### config.mk
export PLATFORM = sky130hd
export DESIGN_NAME = lbist_ctrl
export DESIGN_NICKNAME = d
export VERILOG_FILES = /design/src/rtl/lbist_pkg.sv /design/src/rtl/lbist_down_cnt.sv /design/src/rtl/lbist_ctrl.sv
export SDC_FILE = /design/constraint.sdc
export NUM_CORES = 1
export LEC_CHECK = 0
export ABC_AREA = 1
export CAP_MARGIN = 20
export CORE_ASPECT_RATIO = 1.5
export CORE_MARGIN = 2
export CORE_UTILIZATION = 42
export CTS_CLUSTER_DIAMETER = 50
export DETAILED_ROUTE_END_ITERATION = 10
export GPL_ROUTABILITY_DRIVEN = 0
export GPL_TIMING_DRIVEN = 0
export PLACE_DENSITY = 0.77
export SETUP_SLACK_MARGIN = 0.05
export SLEW_MARGIN = 25
export SYNTH_ARGS = -nofsm -noshare
export SYNTH_HDL_FRONTEND = slang
export SYNTH_SLANG_ARGS = --single-unit
### constraint.sdc
create_clock -name clk -period 2.5 [get_ports clk]
set_input_delay 0.75 -clock clk [delete_from_list [all_inputs] [get_ports clk]]
set_output_delay 0.75 -clock clk [all_outputs]
set_load 0.01 [all_outputs]
### src/rtl/lbist_pkg.sv
// Shared LBIST types: sequencer states and counter-width helper.
// Also imported by the MISR/TAP wrapper.
package lbist_pkg;

  typedef enum logic [2:0] {
    ST_IDLE,
    ST_INIT,
    ST_SHIFT,
    ST_CAPTURE,
    ST_UNLOAD,
    ST_DONE
  } lbist_state_e;

  // Width needed to hold values 0..n-1, never less than 1.
  function automatic int cnt_w(input int n);
    return (n <= 2) ? 1 : $clog2(n);
  endfunction

endpackage

### src/rtl/lbist_down_cnt.sv
// Loadable down counter with zero flag.
// Used to time shift and unload windows.
module lbist_down_cnt #(
  parameter int W = 4
) (
  input  logic         clk,
  input  logic         rst,
  input  logic         load,
  input  logic [W-1:0] load_val,
  input  logic         dec,
  output logic         zero_o
);

  logic [W-1:0] cnt;

  always_ff @(posedge clk or posedge rst) begin
    if (rst) begin
      cnt <= '0;
    end else if (load) begin
      cnt <= load_val;
    end else if (dec && (cnt != '0)) begin
      cnt <= cnt - 1'b1;
    end
  end

  assign zero_o = (cnt == '0);

endmodule

### src/rtl/lbist_ctrl.sv
// Logic-BIST sequencer: LFSR, scan shift/capture, MISR, signature.
// Define LBIST_GOLDEN_CMP_EN to enable the golden-signature comparator.
module lbist_ctrl
  import lbist_pkg::*;
#(
  parameter int               SCAN_LEN   = 64,
  parameter int               N_PATTERNS = 1024,
  parameter int               MISR_W     = 32,
  parameter logic [MISR_W-1:0] GOLDEN_SIG = '0
) (
  input  logic                              clk,
  input  logic                              rst,
  input  logic                              start_i,
  input  logic                              abort_i,
  input  logic [MISR_W-1:0]                 misr_sig_i,
  output logic                              lfsr_init_o,
  output logic                              lfsr_en_o,
  output logic                              scan_en_o,
  output logic                              capture_o,
  output logic                              misr_clr_o,
  output logic                              misr_en_o,
  output logic                              busy_o,
  output logic                              done_o,
  output logic                              pass_o,
  output logic [MISR_W-1:0]                 sig_o,
  output logic [cnt_w(N_PATTERNS+1)-1:0]    pat_cnt_o
);

  localparam int PW = cnt_w(N_PATTERNS + 1);
  localparam int SW = cnt_w(SCAN_LEN);

  lbist_state_e state, nxt;

  logic          sh_zero;
  logic          sh_load;
  logic          sh_dec;
  logic [PW-1:0] pat_inc;
  logic [PW-1:0] pat_d;
  logic          sig_ld;
  logic          lfsr_init_d;
  logic          lfsr_en_d;
  logic          scan_en_d;
  logic          capture_d;
  logic          misr_clr_d;
  logic          misr_en_d;
  logic          busy_d;
  logic          done_d;
  logic          pass_d;

  assign pat_inc = pat_cnt_o + 1'b1;

  // Reloaded on entry to every shift/unload window.
  assign sh_load = (state == ST_INIT) || (state == ST_CAPTURE);
  assign sh_dec  = (state == ST_SHIFT) || (state == ST_UNLOAD);

  lbist_down_cnt #(
    .W (SW)
  ) u_shift_cnt (
    .clk      (clk),
    .rst      (rst),
    .load     (sh_load),
    .load_val (SW'(SCAN_LEN - 1)),
    .dec      (sh_dec),
    .zero_o   (sh_zero)
  );

  always_ff @(posedge clk or posedge rst) begin
    if (rst) begin
      state <= ST_IDLE;
    end else begin
      state <= nxt;
    end
  end

  always_comb begin
    nxt = state;
    unique case (state)
      ST_IDLE:    if (start_i) nxt = ST_INIT;
      ST_INIT:    nxt = ST_SHIFT;
      ST_SHIFT:   if (sh_zero) nxt = ST_CAPTURE;
      ST_CAPTURE: nxt = (pat_inc == PW'(N_PATTERNS)) ? ST_UNLOAD : ST_SHIFT;
      ST_UNLOAD:  if (sh_zero) nxt = ST_DONE;
      ST_DONE:    if (start_i) nxt = ST_INIT;
      default:    nxt = ST_IDLE;
    endcase
    if (abort_i) nxt = ST_IDLE;
  end

  always_comb begin
    pat_d = pat_cnt_o;
    if ((nxt == ST_IDLE) || (nxt == ST_INIT)) begin
      pat_d = '0;
    end else if (state == ST_CAPTURE) begin
      pat_d = pat_inc;
    end
  end

  assign sig_ld = (state == ST_UNLOAD) && (nxt == ST_DONE);

  // Outputs are decoded from the next state so they are registered.
  // The first load is not compacted: the chains hold junk until then.
  always_comb begin
    lfsr_init_d = (nxt == ST_INIT);
    misr_clr_d  = (nxt == ST_INIT);
    lfsr_en_d   = (nxt == ST_SHIFT);
    scan_en_d   = (nxt == ST_SHIFT) || (nxt == ST_UNLOAD);
    capture_d   = (nxt == ST_CAPTURE);
    misr_en_d   = ((nxt == ST_SHIFT) && (pat_d != '0))
                || (nxt == ST_UNLOAD);
    busy_d      = (nxt == ST_INIT) || (nxt == ST_SHIFT)
                || (nxt == ST_CAPTURE) || (nxt == ST_UNLOAD);
    done_d      = (nxt == ST_DONE);
  end

`ifdef LBIST_GOLDEN_CMP_EN
  always_comb begin
    pass_d = 1'b0;
    if (sig_ld) begin
      pass_d = (misr_sig_i == GOLDEN_SIG);
    end else if (nxt == ST_DONE) begin
      pass_d = pass_o;
    end
  end
`else
  logic unused_golden;
  assign unused_golden = ^GOLDEN_SIG;
  assign pass_d = 1'b0;
`endif

  always_ff @(posedge clk or posedge rst) begin
    if (rst) begin
      lfsr_init_o <= 1'b0;
      lfsr_en_o   <= 1'b0;
      scan_en_o   <= 1'b0;
      capture_o   <= 1'b0;
      misr_clr_o  <= 1'b0;
      misr_en_o   <= 1'b0;
      busy_o      <= 1'b0;
      done_o      <= 1'b0;
      pass_o      <= 1'b0;
      pat_cnt_o   <= '0;
    end else begin
      lfsr_init_o <= lfsr_init_d;
      lfsr_en_o   <= lfsr_en_d;
      scan_en_o   <= scan_en_d;
      capture_o   <= capture_d;
      misr_clr_o  <= misr_clr_d;
      misr_en_o   <= misr_en_d;
      busy_o      <= busy_d;
      done_o      <= done_d;
      pass_o      <= pass_d;
      pat_cnt_o   <= pat_d;
    end
  end

  always_ff @(posedge clk or posedge rst) begin
    if (rst) begin
      sig_o <= '0;
    end else if (sig_ld) begin
      sig_o <= misr_sig_i;
    end
  end

endmodule
==> impl_metrics.toml <==
[status]
result_of_the_run = "completed"

[global_routing]
antenna_violations_before_repair = 0
use_met1_pct = 22.1
gr-max-usage-layer = "met2"
global_route.usage.met2_pct = 34.3
global_route.usage.total_pct = 19.4
globalRouteMet3Util_pct = 5.11
grt_start_max_net_pins = 40
grt_first_pass_wirelength_mm = 11.5
grt_pass1_vias = 2603
gr-total-overflow = 0

[pwr]
power.density_nw_per_um2 = 503
vdd_drop_max_mv = 0.395
combPwrFrac_pct = 11.4
intPower_w = 0.00160
switching_share_pct = 24.7
leakagePower_nw = 2.00
power_frac_clock_pct = 40.4
p_seq_share_pct = 48.2
p_switching_w = 0.000525
post-layout-total-power_w = 0.00212

[clock_tree]
cts_inserted_buffers = 9
holdBufCountCts = 0
clockRootBuffer = "clkbuf_8"
clk_path_buf_depth = 2
tritoncts = "yes"
cts_max_level = 3
clk_pin_slew_ns = 0.07
clock-sinks = 59
worst_skew_pair.late_latency_ns = 0.34

[setup_path]
r2r_end = "sig_o[1]$_DFFE_PP0P_"
crit-reg2reg-launch = "pat_cnt_o[0]$_DFF_PP0_"
crit_start = "pat_cnt_o[0]$_DFF_PP0_"
worst_setup_start_kind = "register"
crit_end = "sig_o[1]$_DFFE_PP0P_"
critical_path.endpoint_type = "register"
critical-path-max-stage-delay_ns = 0.40
crit_chain = "buf_6, nand3_4, nor2_4, nand2_1, nand2_2, nand3_1, nor2_2, nand2_2, o21ai_4, inv_2, nor2_2, inv_2, nor2_8, nand2_8, clkbuf_16, nand2_4, nand2_1"
critPathRequiredTime_ns = 2.73
worstPathArrival_ns = 2.57
worstSetupPathType = "reg2reg"
worst-r2r-setup-slack_ns = 0.15
worst-path-max-fanout = 6
slowest_stage = "dfrtp_2"
worst-r2r-cell-count = 17

[logic_synthesis]
netlist.area_leader.share_pct = 51.9
synth.area.top_cells = "dfrtp_1, nand2_1, nand3_1"
yosysTopAreaCell = "dfrtp_1"
synth_area_um2 = 2850
netlist-cell-type-count = 29
synth_cells = 347
synth.yosys.seq_area_share_pct = 51.9
synth_fp_nets = 387
synth-warning-count = 0
synthesis.area_per_instance_um2 = 8.20
synth-seq-cells = 59

[floorplan]
start_util_pct = 43.6
die-area_um2 = 7460
die-height_um = 105
std_cell_rows = 36
core_region_area_um2 = 6530
die_x_um = 71.2
num_io_pins = 88

[cells_and_area]
postLayoutCoreUtil_pct = 64.7
final_common_cell = "nand2_1"
final_cell_mix = "nand2_1, clkdlybuf4s50_1, dfrtp_1"
drive_gt1_share_pct = 15.8
areaGrowthSynthToFinish_pct = 48.5
stdcell_count = 533
antenna_cells_inserted = 0
layout.nets = 492
finish.instance_area_um2 = 4230

[timing]
report.final.slew_viol_count = 0
tightest_slew_ns = 0.518
final_hold_viol_count = 0
layout_worst_path_cycle_share_pct = 93.8
setup_viol = 0
final.min_clock_period_ns = 2.35
timing.clock.skew_ns = 0.00699
worst_slew_margin_relative_to_its_limit_pct = 65.0
max_freq_ghz = 0.426
setup_repair_after_global_routing_missed_its_margin = "true"

[detailed_routing]
viasPerCell = 4.95
first_pass_iters = 4
remaining_drc_errors = 0
initialDrtViolationCount = 150
routed-via-count = 2638
routed_wl_mm = 7.13
drt-wirelength-per-cell_um = 13.4
detail-route-antenna-nets = 0

[placement]
place_area_um2 = 3820
numPortBuffers = 86
dp_cells = 510
dp.final_hpwl_mm = 5.16

[min_path]
hp-class = "reg2reg"

[run]
drv_cap = 0
worst max-delay path, delay by kind of cell (launching register included):
family	cells	cell delay (ns)
AOI/OAI and AO/OA	1	0.17
buffers and inverters	4	0.43
DFF	1	0.40
and+or+nand+nor	12	1.21
registers in the layout (all words and copies together), names as in the netlist:
register         flops
busy_o               1
misr_clr_o           1
u_shift_cnt.cnt      6
sig_o               32
misr_en_o            1
scan_en_o            1
pat_cnt_o           11
lfsr_en_o            1
state                3
done_o               1
capture_o            1
through the flow:
step	setup TNS [ns]	hold slack, ns	worst slack, ns
after detailed placement	-1.77	0.457	-0.0704
after global placement	-48.02	0.453	-0.787
after floorplan	0	0.473	0.276
after global routing	-0.0183	0.494	-0.00580
final	0	0.470	0.155
after CTS	0	0.473	0.0594
routing by layer:
| layer | part of all wire [%] | wire (um) |
|---|---|---|
| met1 | 41 | 2890 |
| met4 | 0.77 | 55 |
| met3 | 5.9 | 417 |
| met5 | 0 | 0 |
| met2 | 53 | 3760 |
logic make-up after synthesis:
family                     after synthesis  synth area share [%]
DFF                                     59                  51.9
adders and majority gates                4                  1.76
other                                    1                 0.132
xor gates and xnor gates                 4                  1.23
AOI/OAI and AO/OA                       29                  6.24
buffers and inverters                   48                  7.83
and+or+nand+nor                        202                  30.9
worst min-delay path by stage:
stage	startpoint	endpoint	slack, ns	cells past startpoint
finish	sig_o[15]$_DFFE_PP0P_	sig_o[15]$_DFFE_PP0P_	0.47	2
global route	sig_o[10]$_DFFE_PP0P_	sig_o[10]$_DFFE_PP0P_	0.49	2
CTS	sig_o[6]$_DFFE_PP0P_	sig_o[6]$_DFFE_PP0P_	0.47	2
detailed placement	sig_o[6]$_DFFE_PP0P_	sig_o[6]$_DFFE_PP0P_	0.46	2
global placement	sig_o[6]$_DFFE_PP0P_	sig_o[6]$_DFFE_PP0P_	0.45	2
floorplan	u_shift_cnt.cnt[5]$_DFFE_PP0P_	u_shift_cnt.cnt[5]$_DFFE_PP0P_	0.47	2
power groups by stage:
stage	registers (W)	logic, W	clock network, W
global placement	0.00104	0.000224	0
detailed placement	0.00104	0.000234	0
floorplan	0.00104	0.000113	0
CTS	0.00102	0.000236	0.000867
global route	0.00103	0.000274	0.000912
finish	0.00102	0.000241	0.000859
synthesized netlist by cell type, drive strengths merged:
| master | n |
|---|---|
| o32ai | 1 |
| nor3 | 5 |
| o211ai | 2 |
| inv | 35 |
| nor2 | 28 |
| xnor2 | 1 |
| or2 | 1 |
| a21oi | 8 |
| nand3 | 49 |
| dfrtp | 59 |
| o21bai | 1 |
| clkbuf | 4 |
| o21ai | 14 |
| nand2 | 118 |
| o41ai | 2 |
| ha | 4 |
| buf | 9 |
| nand4 | 1 |
| o31ai | 1 |
| xor2 | 3 |
| conb | 1 |
layout make-up:
type / count / area [um^2]
buffer: 13 / 100
clock buffer: 11 / 141
clock inverter: 5 / 52.6
fill: 537 / 2310
inverter: 35 / 134
multi-input combinational: 240 / 1260
sequential: 59 / 1480
tap: 76 / 95.1
timing repair buffer: 94 / 958
what timing repair did:
item                       in CTS  in global routing
setup buffers                   0                  6
setup endpoints to repair      35                 43
cloned                          0                  1
pin swaps                       0                  7
resized for setup               4                 37
(Power assumes the default switching activity.)
